**src/rtl/pwm_ctrl_pkg.sv**
```systemverilog
// rtl/pwm_ctrl_pkg.sv - shared constants, state type and coil-current decode for the PWM controller
package pwm_ctrl_pkg;

  localparam int CNT_W  = 10;
  localparam int IPK_W  = 11;
  localparam int IEST_W = 12;

  localparam logic [CNT_W-1:0]  PERIOD = 10'd480;  // 100 kHz at 48 MHz
  localparam logic [CNT_W-1:0]  MAX_ON = 10'd432;  // 90 % duty
  localparam logic [CNT_W-1:0]  BLANK  = 10'd8;    // leading-edge blanking
  localparam logic [IEST_W-1:0] ILIM   = 12'd2050; // ~10 A hard limit

  localparam logic [IEST_W-1:0] IZERO_CODE = 12'h7FF;
  localparam int                DN_PER_AMP = 205;

  // Largest magnitude the estimate can express; a pegged reading may hide
  // any current above it, so it is treated as over the hard limit.
  localparam logic [IPK_W-1:0]  I_FULL_SCALE = 11'h7FF;

  typedef enum logic [1:0] {
    ST_IDLE,
    ST_ON,
    ST_OFF,
    ST_FAULT
  } pwm_state_t;

  // Inverted-format estimate to unsigned magnitude; negative current reads 0.
  function automatic logic [IPK_W-1:0] i_mag_decode(input logic [IEST_W-1:0] code);
    logic [IEST_W-1:0] x;
    x = code ^ IZERO_CODE;
    return x[11] ? '0 : x[10:0];
  endfunction

endpackage

```
**src/rtl/pwm_period_counter.sv**
```systemverilog
// rtl/pwm_period_counter.sv - PWM period counter with wrap detect and period-start pulse
module pwm_period_counter
  import pwm_ctrl_pkg::*;
(
  input  logic             clk,
  input  logic             reset,
  input  logic             active,
  input  logic             active_next,
  output logic [CNT_W-1:0] cnt,
  output logic             wrap,
  output logic             start,
  output logic             period_start
);

  // Last cycle of a running period.
  assign wrap  = active && (cnt == PERIOD - 10'd1);
  // Next cycle is the first of a period: leaving idle or wrapping into a new one.
  assign start = active_next && (!active || wrap);

  // Counter clears whenever the stage is not running and restarts at each period.
  always_ff @(posedge clk or negedge reset) begin
    if (!reset) begin
      cnt          <= '0;
      period_start <= 1'b0;
    end else begin
      period_start <= start;
      if (!active_next || start) begin
        cnt <= '0;
      end else begin
        cnt <= cnt + 10'd1;
      end
    end
  end

endmodule

```
**src/rtl/pwm_peak_controller.sv**
```systemverilog
// rtl/pwm_peak_controller.sv - peak-current-mode PWM generator with blanking, max duty and overcurrent latch
module pwm_peak_controller
  import pwm_ctrl_pkg::*;
(
  input  logic              clk,
  input  logic              reset,
  input  logic              enable,
  input  logic [IPK_W-1:0]  ipk_set,
  input  logic [IEST_W-1:0] iest_coil,
  output logic              pwm,
  output logic              period_start,
  output logic [CNT_W-1:0]  on_time,
  output logic              fault
);

  pwm_state_t state, state_nxt;

  logic [CNT_W-1:0]  cnt;
  logic              wrap;
  logic              start;
  logic              active;
  logic              active_next;
  logic [IPK_W-1:0]  i_mag;
  logic [IEST_W-1:0] ipk_clamp;
  logic [IEST_W-1:0] ipk_lat;
  logic [CNT_W-1:0]  on_acc;
  logic              overcurrent;
  logic              trip;
  pwm_state_t        start_state;

  assign i_mag       = i_mag_decode(iest_coil);
  assign ipk_clamp   = ({1'b0, ipk_set} > ILIM) ? ILIM : {1'b0, ipk_set};
  assign overcurrent = ({1'b0, i_mag} > ILIM) || (i_mag == I_FULL_SCALE);
  assign trip        = ((cnt >= BLANK) && ({1'b0, i_mag} >= ipk_lat)) ||
                       (cnt == MAX_ON - 10'd1);
  // A zero setpoint runs the whole period with the switch off.
  assign start_state = (ipk_clamp == '0) ? ST_OFF : ST_ON;
  assign active      = (state == ST_ON) || (state == ST_OFF);
  assign active_next = (state_nxt == ST_ON) || (state_nxt == ST_OFF);

  pwm_period_counter u_counter (
    .clk          (clk),
    .reset        (reset),
    .active       (active),
    .active_next  (active_next),
    .cnt          (cnt),
    .wrap         (wrap),
    .start        (start),
    .period_start (period_start)
  );

  // Next state: enable, then overcurrent, then period wrap, then peak/max-on trip.
  always_comb begin
    state_nxt = state;
    case (state)
      ST_IDLE: begin
        if (enable) state_nxt = start_state;
      end
      ST_ON, ST_OFF: begin
        if (!enable)                   state_nxt = ST_IDLE;
        else if (overcurrent)          state_nxt = ST_FAULT;
        else if (wrap)                 state_nxt = start_state;
        else if (state == ST_ON && trip) state_nxt = ST_OFF;
      end
      ST_FAULT: begin
        if (!enable) state_nxt = ST_IDLE;
      end
      default: state_nxt = ST_IDLE;
    endcase
  end

  // State register with registered gate drive and fault flag.
  always_ff @(posedge clk or negedge reset) begin
    if (!reset) begin
      state <= ST_IDLE;
      pwm   <= 1'b0;
      fault <= 1'b0;
    end else begin
      state <= state_nxt;
      pwm   <= (state_nxt == ST_ON);
      fault <= (state_nxt == ST_FAULT);
    end
  end

  // Setpoint is sampled once per period so mid-period changes take effect next period.
  always_ff @(posedge clk or negedge reset) begin
    if (!reset) begin
      ipk_lat <= '0;
    end else if (start) begin
      ipk_lat <= ipk_clamp;
    end
  end

  // Count on-cycles within the period and publish the total on its last cycle.
  always_ff @(posedge clk or negedge reset) begin
    if (!reset) begin
      on_acc  <= '0;
      on_time <= '0;
    end else begin
      if (start) begin
        on_acc <= '0;
      end else if (state == ST_ON) begin
        on_acc <= on_acc + 10'd1;
      end
      if (wrap && enable) begin
        on_time <= on_acc + {9'd0, (state == ST_ON)};
      end
    end
  end

endmodule

```
**config.mk**
```make
export PLATFORM = sky130hd
export DESIGN_NAME = pwm_peak_controller
export DESIGN_NICKNAME = d
export VERILOG_FILES = /design/src/rtl/pwm_ctrl_pkg.sv /design/src/rtl/pwm_period_counter.sv /design/src/rtl/pwm_peak_controller.sv
export SDC_FILE = /design/constraint.sdc
export NUM_CORES = 1
export LEC_CHECK = 0
export BUFFER_PORTS_ARGS = -buffer_cell sky130_fd_sc_hd__buf_4
export CORE_MARGIN = 8
export CORE_UTILIZATION = 63
export CTS_BUF_LIST = sky130_fd_sc_hd__clkbuf_2
export DETAILED_ROUTE_END_ITERATION = 16
export PLACE_DENSITY = 0.95
export SLEW_MARGIN = 20
export SYNTH_ARGS = -nofsm -noshare
export SYNTH_HDL_FRONTEND = slang
export SYNTH_SLANG_ARGS = --single-unit
```
**constraint.sdc**
```tcl
create_clock -name clk -period 5.15 [get_ports clk]
set_input_delay 0.7725 -clock clk [delete_from_list [all_inputs] [get_ports clk]]
set_output_delay 0.7725 -clock clk [all_outputs]
set_load 0.01 [all_outputs]
```
# ---- After elaboration in Yosys (flattened, before gate mapping)
# Cells that the tools add are included.
dict set report op_classes {
  shift 0
  mul 0
  n_mux 13
  div 0
  n_lt_le_gt_ge 4
  n_bitwise 1
  eq_ne 9
  reduce_logical 17
  add_sub_neg 3
}
# cell count
set ops {}
lappend ops {{two-way mux 10 bit} 3}
lappend ops {{> comparator 11 x 12 -> 1 bit, second input constant} 2}
lappend ops {{adder 10 x 1 -> 10 bit, second input constant} 2}
lappend ops {{equality test 10 x 9 -> 1 bit, second input constant} 2}
lappend ops {{two-way mux 2 bit} 7}
lappend ops {{greater-or-equal comparator 11 x 12 -> 1 bit} 1}
lappend ops {{logical NOT 12 bit} 1}
lappend ops {{two-way mux 12 bit} 1}
lappend ops {{equality test 11 bit, second input constant} 1}
lappend ops {{two-way mux 11 bit} 1}
lappend ops {{inverter 11 bit} 1}
lappend ops {{adder 10 x 1 -> 10 bit} 1}
lappend ops {{greater-or-equal comparator 10 x 4 -> 1 bit, second input constant} 1}
lappend ops {{equality test 2 bit, second input constant} 4}
lappend ops {{logical OR 1 bit} 6}
lappend ops {{case mux 2 bit (3 select lines)} 1}
lappend ops {{logical AND 1 bit} 5}
lappend ops {{equality test 2 x 1 -> 1 bit, second input constant} 2}
lappend ops {{logical NOT 1 bit} 2}
lappend ops {{logical NOT 2 bit} 1}
lappend ops {{nonzero test 2 bit} 1}
lappend ops {{OR reduction 2 bit} 1}
dict set report totals {
  elab_cells 55
  regBits 47
  mem_count 0
  latch_bits 0
  mem_bits_ro 0
  inputBits 26
  ramBits 0
}

# ---- Longest topological paths before layout
# Gate-level depths: netlist of the first run.
dict set report depth {
  depth_word 16
  ltp_mapped 14
  ltp_nobuf 12
}

# ---- Modules after synthesis
# A second synthesis of the first run with hierarchy kept.
dict set report hier_totals {
  hier_cells 283
  area_unflattened_um2 2675.1
}
# module area_per_inst_um2 seq_area_each_um2 cells_each instances
set modules_own_cells {}
lappend modules_own_cells {pwm_peak_controller 2134.5 875.8 231 1}
lappend modules_own_cells {pwm_period_counter 540.5 275.3 52 1}

# ---- Worst setup path after synthesis of the first run
# Ideal clock, no wire load.
dict set report synth_path {
  kind {in2reg}
  startpoint {input iest_coil[11]}
  endpoint {register ipk_lat[0]}
  arrival_time_ns 3.346
  required_time_ns 5.025
  stages 12
  path_buffers 1
  path_slack_ns 1.679
  path_cell_list {clkbuf_1 or2_2 ha_1 nor3b_1 o211a_1 a211oi_1 o221ai_1 a221oi_1 o31ai_2 ha_1 a21boi_2 mux2_2}
}
dict set report synth_via {
  elab_chain_len 13
  word_cells_on_any_way 17
  cone_classes {2 x order compare; 3 x eq/ne; 6 x mux; 6 x reduce/logical}
}
# element line
set synth_lines {}
lappend synth_lines {{from (decl)} pwm_peak_controller.sv:9} ;# input logic [IEST_W-1:0] iest_coil,
lappend synth_lines {{two-way mux 11 bit *} pwm_ctrl_pkg.sv:31} ;# return x[11] ? '0 : x[10:0];
lappend synth_lines {{greater-or-equal comparator 11 x 12 -> 1 bit} pwm_peak_controller.sv:34} ;# assign trip = ((cnt >= BLANK) && ({1'b0, i_mag} >= ipk_lat)) ||
lappend synth_lines {{logical AND 1 bit} pwm_peak_controller.sv:34}
lappend synth_lines {{logical OR 1 bit} pwm_peak_controller.sv:34}
lappend synth_lines {{logical AND 1 bit} pwm_peak_controller.sv:63} ;# else if (state == ST_ON && trip) state_nxt = ST_OFF;
lappend synth_lines {{two-way mux 2 bit} pwm_peak_controller.sv:63}
lappend synth_lines {{two-way mux 2 bit} pwm_peak_controller.sv:62} ;# else if (wrap) state_nxt = start_state;
lappend synth_lines {{two-way mux 2 bit *} pwm_peak_controller.sv:61} ;# else if (overcurrent) state_nxt = ST_FAULT;
lappend synth_lines {{two-way mux 2 bit *} pwm_peak_controller.sv:60} ;# if (!enable) state_nxt = ST_IDLE;
lappend synth_lines {{case mux 2 bit (3 select lines) *} pwm_peak_controller.sv:55} ;# case (state)
lappend synth_lines {{net state_nxt[0]} pwm_peak_controller.sv:16} ;# pwm_state_t state, state_nxt;
lappend synth_lines {{equality test 2 x 1 -> 1 bit / equality test 2 bit (equally long branches)} pwm_peak_controller.sv:39} ;# assign active_next = (state_nxt == ST_ON) || (state_nxt == ST_OFF);
lappend synth_lines {{logical OR 1 bit *} pwm_peak_controller.sv:39}
lappend synth_lines {{logical AND 1 bit *} pwm_period_counter.sv:18} ;# assign start = active_next && (!active || wrap);
lappend synth_lines {{to (signal assigned)} pwm_peak_controller.sv:90} ;# ipk_lat <= ipk_clamp;
lappend synth_lines {{to (decl)} pwm_peak_controller.sv:25} ;# logic [IEST_W-1:0] ipk_lat;
# The timed path passes the listed nets; every way through them passes the cells marked *.
# A chain may end at the register's enable or synchronous reset.

# ---- Worst setup path after layout of the first run
# Same ends and word-level chain as after synthesis.

==> metrics.txt, run 1 <==
skew final ~0.022 ns; outcome completed; Pwr Density approximately 330 nW/um2; total grt overflow 0; Synth Register Bits 46; Max Clk Rate ~280 MHz; RSZ-0062 raised after global routing no; vias in the first global route approximately 2000; filler cell count in the final layout between 200 and 300; chip width ~80 um; DR WL/cell approximately 14 um; Setup crit end kind flip-flop; # Max-Cap Violations 0; vias per inst 5.61; Routed WL a little over 5000 um; critical path arrival just under 4 ns; Via Count 2003; Inserted Clock Buffers 5; Synth top cells by count dfrtp_1 (46), nor2_1 (36), nand2_1 (30); Post-synth EDFFs 0; maximum VDD drop between 0.0002 and 0.00025 V; area grow syn2layout 14.7%; TNS Setup 0 ns; Post-Synthesis Cells 270; # resized after CTS 0; I/O pin total 39; post-CTS setup buffers 0; CTS root buf clkbuf_2; Worst-Margin Slew just under 0.6 ns; FF/Latch Area between 1000 and 1500 um2; die area 6350 um2; syn_nets approximately 320; RD Place Congestion around 0.84; first-pass GRT wire length just over 9000 um; Total GRT Usage 0.178; Distinct cells, synth 42; die height 79.7 um; top cells by area, synth dfrtp_1 (45%), ha_1 (10%), nor2_1 (5.3%), xnor2_1 (4.8%), nand2_1 (4.4%); hold buffers post-CTS 0; pin count of the biggest net entering global routing 47; Synth Flop Type dfrtp_1; clk_lat worst skew 0.41 ns; Post-DRT Antenna Nets 0; initial drt markers about 120; syn avg cell area roughly 9.5 um2; CP Launch Type input pin; Fin. Hold Viols 0; first-pass iteration count of the detailed router 4; largest area contributor in the netlist dfrtp_1; sequential cell area fraction in the yosys report 0.450; initial core utilization 0.648; most common cell in the netlist dfrtp_1; DP Wirelength a little over 4000 um; LEAKAGE roughly 1.4 nW; ANT cells 0; Core Footprint 3940 um2; critical path peak fanout 12; post-route minimum period ~3.6 ns; top cell type's share of synthesized area 0.450; fin crit share 0.700; Synth Warn # 0; min-delay worst type in -> async; layout cells sized above 1 0.182; final setup vio count 0; initial antenna violation count 0; critical path required time approximately 5.5 ns; row cnt 23; CTS tree yes; clock tree buffer depth 2; mapped cell area 2560 um2; Pins Over Slew Limit 0; # H-tree levels 2; I/O Buffers 38; final layout net count roughly 350; Crit Path Class in -> reg; # DRC 0; Final Util 0.744; Rel. slew slack 0.608; multi-input logic area 1290 um2; clock transition at the registers of the reported paths 0.24 ns; Num Clock Sinks 46; asr flop ratio synth 1.00
[per-stage QoR]
stage	hold WS (ns)	instances	worst slack [ns]	power, mW	area [um2]
2_1_floorplan	0.455	270	1.68	0.686	2560
3_3_place_gp	0.462	349	1.23	0.771	2870
3_5_place_dp	0.476	349	1.11	0.789	2870
4_1_cts	0.312	357	1.60	0.986	2930
5_1_grt	0.302	357	1.35	1.06	2930
6_report	0.315	357	1.55	0.981	2930
[worst paths after layout]
check	from	endpoint	slack, ns	depth (start not counted)
worst min register to register	u_counter.cnt[0]	u_counter.cnt[0]	0.50	1
max in group asynchronous	reset	ipk_lat[10]	4.44	1
worst max register to register	ipk_lat[9]	ipk_lat[0]	1.78	12
worst max-delay path	iest_coil[11]	ipk_lat[0]	1.55	13
min in group clk	u_counter.cnt[0]	u_counter.cnt[0]	0.50	1
worst min-delay path	reset	on_acc[1]	0.32	1
[critical path, stage by stage]
cell	delay, ns
buf_4	0.15
or2_2	0.30
ha_1	0.28
nor3b_1	0.05
o211a_1	0.22
a211oi_1	0.21
o221ai_1	0.16
a221oi_1	0.33
o31ai_2	0.13
ha_1	0.31
a21boi_2	0.41
buf_4	0.25
mux2_2	0.34
[logic make-up (layout without fill, tap and decap cells)]
| kind of cell | count (synthesis) | count (layout) | share of synthesized area |
|---|---|---|---|
| buf+inv | 26 | 63 | 0.0431 |
| compound gates | 38 | 38 | 0.0940 |
| fa+ha+maj | 21 | 21 | 0.103 |
| mux | 5 | 5 | 0.0240 |
| xor+xnor | 24 | 24 | 0.0822 |
| simple gates | 110 | 110 | 0.204 |
| flops | 46 | 46 | 0.450 |
[metal layers]
layer | vias to the layer above | GRT usage | wire length, um
li1 | 993 | - | -
met1 | 958 | 0.223 | 2270
met2 | 48 | 0.305 | 2600
met3 | 4 | 0.0417 | 245
met4 | 0 | 0.0333 | 28
met5 | - | 0 | 0
[registers in the layout (all words and copies together), names as in the netlist]
name                    count
u_counter.cnt              10
fault                       1
ipk_lat                    11
on_acc                     10
u_counter.period_start      1
pwm                         1
on_time                    10
state                       2
[where the power goes]
group | internal, mW | leakage (nW) | switching (mW)
Sequential | 0.425 | 0.616 | 0.0394
Clock | 0.0839 | 0.0392 | 0.114
Combinational | 0.136 | 0.731 | 0.182
[area by class of cell]
class,instances,area share
Clock buffer,6,0.0102
Timing Repair Buffer,40,0.102
Sequential cell,46,0.392
Clock inverter,2,0.0128
Multi-Input combinational cell,198,0.442
Tap cell,50,0.0213
Inverter,15,0.0192
[cells in the final DEF (no fill, tap or decap), types with 10 or more instances in the layout]
master	count
nand2_1	30
o21ai_0	18
xor2_1	10
nor2_1	36
nand3_1	13
inv_1	15
ha_1	21
buf_4	40
dfrtp_1	46
xnor2_1	14
(Power assumes the default switching activity.)
==> inputs of run 2 (changes only) <==
--- a/config.mk
+++ b/config.mk
@@ -7,10 +7,10 @@
 export LEC_CHECK = 0
 export BUFFER_PORTS_ARGS = -buffer_cell sky130_fd_sc_hd__buf_4
 export CORE_MARGIN = 8
-export CORE_UTILIZATION = 63
+export CORE_UTILIZATION = 53
 export CTS_BUF_LIST = sky130_fd_sc_hd__clkbuf_2
 export DETAILED_ROUTE_END_ITERATION = 16
-export PLACE_DENSITY = 0.95
+export PLACE_DENSITY = 0.89
 export SLEW_MARGIN = 20
 export SYNTH_ARGS = -nofsm -noshare
 export SYNTH_HDL_FRONTEND = slang
==> constraint.sdc (replaced) <==
create_clock -name clk -period 3.2 [get_ports clk]
set_input_delay 0.48 -clock clk [delete_from_list [all_inputs] [get_ports clk]]
set_output_delay 0.48 -clock clk [all_outputs]
set_load 0.01 [all_outputs]
==> run 2 against run 1 <==
  * Via count fell by 0.40%
  * Power up 53%
  * Combinational power rose by 66%
  * Worst hold slack lost 0.29 ns
  * Cell count grew 2.0%
  * Die area grew 15%
  * Critical endpoint is now ipk_lat[5]
  * Highest routed layer unchanged
==> metrics.txt, run 2 (same netlist as run 1, synthesis figures left out) <==
skew final 0.0236 ns; final setup vio count 0; hold buffers post-CTS 0; most common cell after layout, fill and taps aside dfrtp_1; layout cells sized above 1 0.187; min-delay worst type in -> async; dpl cells ~360; die height 85.4 um; Pins Over Slew Limit 0; CTS root buf clkbuf_2; Routed WL 5170 um; FF-to-FF path depth 13; first-pass iteration count of the detailed router 4; Largest register FFs 11; TNS Setup 0 ns; Fin. Hold Viols 0; critical path arrival roughly 3.3 ns; fin crit share 0.916; area grow syn2layout 14.7%; Via Count roughly 2000; Crit path top cell by count ha_1; Largest stage delay, worst path approximately 0.4 ns; first-pass GRT wire length around 9300 um; Finished Layout Cells ~360; pin count of the biggest net entering global routing 47; chip width roughly 85 um; initial drt markers 61; total power around 1.5 mW; number of buffers and inverters on the critical path 2; RSZ-0062 raised after global routing no; final layout net count 356; total grt overflow 0; critical path peak fanout 20; outcome completed; vias per inst approximately 5.5; Num Clock Sinks 46; maximum VDD drop roughly 0.00034 V; Core Footprint between 4000 and 5000 um2; CP Launch Type flip-flop; Worst-Margin Slew between 0.5 and 0.6 ns; WP depth 13; clock transition at the registers of the reported paths around 0.23 ns; vias in the first global route around 2100; CTS tree yes; initial antenna violation count 0; LEAKAGE 1.39 nW; row cnt 25; die area between 7000 and 8000 um2; Max Clk Rate 341 MHz; Inserted Clock Buffers 5; post-CTS setup buffers 0; clock tree buffer depth 2; most frequent cells in the layout dfrtp_1 (46), buf_4 (43), nor2_1 (36); Crit Path Class reg -> reg; # DRC 0; Slowest cell on crit path dfrtp_1; # H-tree levels 2; initial core utilization 0.545; RD Place Congestion just over 0.9; post-route minimum period 2.93 ns; filler cell count in the final layout roughly 420; I/O pin total 39; DP Wirelength ~4000 um; CP cell instances inv_1, ha_1, a21o_1, a221oi_1, o21ai_1, o221ai_1, a21oi_1, a211o_1, ha_1, a21boi_2, buf_4, nand2_1, o21ai_0; Rel. slew slack 0.620; Biggest register ipk_lat; Total GRT Usage 0.157; DR WL/cell 14.2 um; ANT cells 0; Worst R2R Setup Slack between 0.2 and 0.3 ns; clk_lat worst skew approximately 0.42 ns; # Max-Cap Violations 0; Setup crit end kind flip-flop; critical path required time around 3.5 ns; # resized after CTS 0; Crit path max-delay family compound AO/OA/AOI/OAI gates; I/O Buffers 38; Post-DRT Antenna Nets 0; Pwr Density slightly above 500 nW/um2
==> run 2: power breakdown <==
group / internal [mW] / switching, mW / total (mW)
registers: 0.683 / 0.0607 / 0.744
logic: 0.231 / 0.297 / 0.528
clock network: 0.0537 / 0.180 / 0.233
==> run 2: final timing paths <==
kind | startpoint | endpoint
setup reg to reg | ipk_lat[9] | ipk_lat[5]
max in group asynchronous | reset | on_time[0]
hold / removal | reset | u_counter.cnt[5]
hold reg to reg | on_time[4] | on_time[4]
min in group clk | ipk_set[9] | ipk_lat[9]
setup / recovery | ipk_lat[9] | ipk_lat[5]
==> run 2: metrics by stage <==
step           worst slack (ns)   util  hold slack (ns)  cell area [um2]
2_1_floorplan            0.0216      -            0.184             2560
3_3_place_gp             0.0228  0.617            0.463             2890
3_5_place_dp             -0.100  0.617            0.471             2890
4_1_cts                   0.302  0.625           0.0160             2930
5_1_grt                  0.0699  0.625           0.0281             2930
6_report                  0.267  0.625           0.0227             2930
==> run 2: layout make-up <==
cell class / count / area [um2] / area share
clock buffer: 6 / 30.0 / 0.0102
multi-input combinational: 198 / 1290 / 0.442
clock inverter: 2 / 8.76 / 0.00299
tap: 54 / 67.6 / 0.0230
sequential: 46 / 1150 / 0.393
timing repair buffer: 43 / 323 / 0.110
inverter: 15 / 56.3 / 0.0192
==> run 2: metal layers <==
metal  up-vias  wire length, um  share of wire  track usage
met4         0               88          0.017       0.0541
met1       963             2120           0.41        0.173
met3         7              217          0.042       0.0444
met5         -                0              0            0
met2        32             2740           0.53        0.281
li1        993                -              -            -
==> inputs of run 3 (changes only) <==
--- a/config.mk
+++ b/config.mk
@@ -5,12 +5,13 @@
 export SDC_FILE = /design/constraint.sdc
 export NUM_CORES = 1
 export LEC_CHECK = 0
+export ABC_CLOCK_PERIOD_IN_PS = 3200
 export BUFFER_PORTS_ARGS = -buffer_cell sky130_fd_sc_hd__buf_4
 export CORE_MARGIN = 8
-export CORE_UTILIZATION = 53
+export CORE_UTILIZATION = 38
 export CTS_BUF_LIST = sky130_fd_sc_hd__clkbuf_2
 export DETAILED_ROUTE_END_ITERATION = 16
-export PLACE_DENSITY = 0.89
+export PLACE_DENSITY = 0.7
 export SLEW_MARGIN = 20
 export SYNTH_ARGS = -nofsm -noshare
 export SYNTH_HDL_FRONTEND = slang
==> run 3 against run 2 <==
  * Wire length is 1.3% lower
  * Global-route usage is 4.5 points lower
  * Sequential cell count stayed put
  * Register-to-register slack better by 0.07 ns
  * Clock skew is 0.015 ns lower
  * Power is 0.72% higher
  * Clock power is 6% higher
  * Cell area is 1.7% higher
  * Combinational power hardly changed
  * Non-clock buffer count stayed put
  * Utilization is 18 points lower
  * Critical endpoint unchanged
  * Highest routed layer unchanged
==> metrics.txt, run 3 (same netlist as run 1, synthesis figures left out) <==
Gate power share 0.348; Worst-Margin Slew around 0.58 ns; Fin. Hold Viols 0; Post-DRT Antenna Nets 0; clock transition at the registers of the reported paths roughly 0.23 ns; CP Launch Type input pin; Worst R2R Setup Slack ~0.34 ns; initial drt markers 90; dpl cells 382; chip width 98.0 um; Slowest cell on crit path a221oi_1; first-pass iteration count of the detailed router 4; FF-to-FF path depth 13; number of buffers and inverters on the critical path 2; TNS Setup 0 ns; die area roughly 9600 um2; critical path arrival between 3 and 4 ns; RSZ-0062 raised after global routing no; die height between 90 and 100 um; switching share of power 0.358; Crit Path Class in -> reg; vias in the first global route roughly 2000; post-route minimum period approximately 2.9 ns; most frequent cells in the layout dfrtp_1 (46), buf_4 (42), nor2_1 (36); Total GRT Usage 0.112; critical path peak fanout 17; CTS tree yes; RD Place Congestion ~0.87; vias per inst between 5 and 6; fin crit share 0.895; Pins Over Slew Limit 0; first-pass GRT wire length 8890 um; maximum VDD drop 0.000243 V; most common cell after layout, fill and taps aside dfrtp_1; power share of the clock group 0.163; post-CTS setup buffers 0; Int Power around 0.97 mW; dpl ws -0.0913 ns; Reg2Reg Capture Point ipk_lat[5]; LEAKAGE between 1 and 1.5 nW; # H-tree levels 2; initial antenna violation count 0; CTS root buf clkbuf_2; Core Footprint approximately 6600 um2; Pwr Density ~500 nW/um2; worst setup path end ipk_lat[5]; final setup vio count 0; Max Clk Rate 349 MHz; clk_lat worst skew around 0.41 ns; pin count of the biggest net entering global routing between 40 and 50; total grt overflow 0; Biggest register ipk_lat; final instance area roughly 3000 um2; Via Count between 1500 and 2000; post-placement cell area approximately 3000 um2; ANT cells 0; Crit. Startpoint iest_coil[11]; Setup crit end kind flip-flop; critical path required time between 3 and 4 ns; Net Sw Power ~0.54 mW; layout cells sized above 1 0.190; Crit path max-delay family compound AO/OA/AOI/OAI gates; final setup margin around 0.34 ns; final layout net count between 300 and 400; DP Wirelength 3910 um; initial core utilization 0.385; I/O Buffers 38; Inserted Clock Buffers 5; sequential share of power 0.489; Num Clock Sinks between 40 and 50; Finished Layout Cells 390; CP cell instances buf_4, or2_2, ha_1, nor3b_1, o211a_1, a211oi_1, o221ai_1, a221oi_1, o31ai_2, ha_1, a21boi_2, buf_4, nand2_1, o21ai_0; row cnt 30; WP depth 14; Rel. slew slack 0.614; Worst R2R Start ipk_lat[9]; I/O pin total 39; # DRC 0; skew final a little under 0.009 ns; total power around 1.5 mW; # Max-Cap Violations 0; hold buffers post-CTS 0; clock tree buffer depth 2; outcome completed; Routed WL between 5000 and 6000 um; area grow syn2layout 16.6%; min-delay worst type in -> async; Largest register FFs 11; # resized after CTS 0; DR WL/cell about 13 um; Largest stage delay, worst path roughly 0.35 ns
==> run 3: cell counts in the layout (fill, tap and decap cells not counted) <==
Identical to the previous run, type by type.
==> run 3: area by class of cell <==
class                   count  area (um2)
fillers                   657        3660
multi-input cells         198        1290
clock buffers               6        30.0
inverters                  15        56.3
clock inverters             2        13.8
repair buffers             43         335
flip-flops and latches     46        1150
well taps                  80         100
==> run 3: metrics by stage <==
stage | utilization | hold slack [ns]
floorplan | - | 0.184
global placement | 0.442 | 0.464
detailed placement | 0.442 | 0.472
CTS | 0.449 | 0.0232
global route | 0.449 | 0.0194
finish | 0.449 | 0.0277
==> run 3: power by group through the flow <==
stage          Sequential (mW)  Clock (mW)  Combinational (mW)
6_report                 0.741       0.248               0.528
5_1_grt                  0.753       0.285               0.602
4_1_cts                  0.742       0.260               0.535
3_5_place_dp             0.752           0               0.531
3_3_place_gp             0.749           0               0.511
2_1_floorplan            0.737           0               0.368
==> run 3: routing by layer <==
| layer | vias to the layer above | global-route usage | wire [um] |
|---|---|---|---|
| li1 | 993 | - | - |
| met1 | 918 | 0.136 | 2340 |
| met2 | 45 | 0.185 | 2470 |
| met3 | 4 | 0.0327 | 264 |
| met4 | 0 | 0.0396 | 31 |
| met5 | - | 0 | 0 |
==> run 3: how the worst min path moves through the flow <==
stage                      end  cells past startpoint
global route        on_time[9]                      1
CTS                 on_time[8]                      1
detailed placement  on_time[3]                      2
floorplan                fault                      0
global placement    on_time[5]                      2
finish              on_time[8]                      1
==> run 3: worst register-to-register path, delay by kind of cell, from the launching register on <==
kind,cells,cell delay [ns]
AOI/OAI and AO/OA,8,1.48
DFF,1,0.41
adders and majority gates,2,0.55
buffers and inverters,2,0.31
and+or+nand+nor,1,0.07
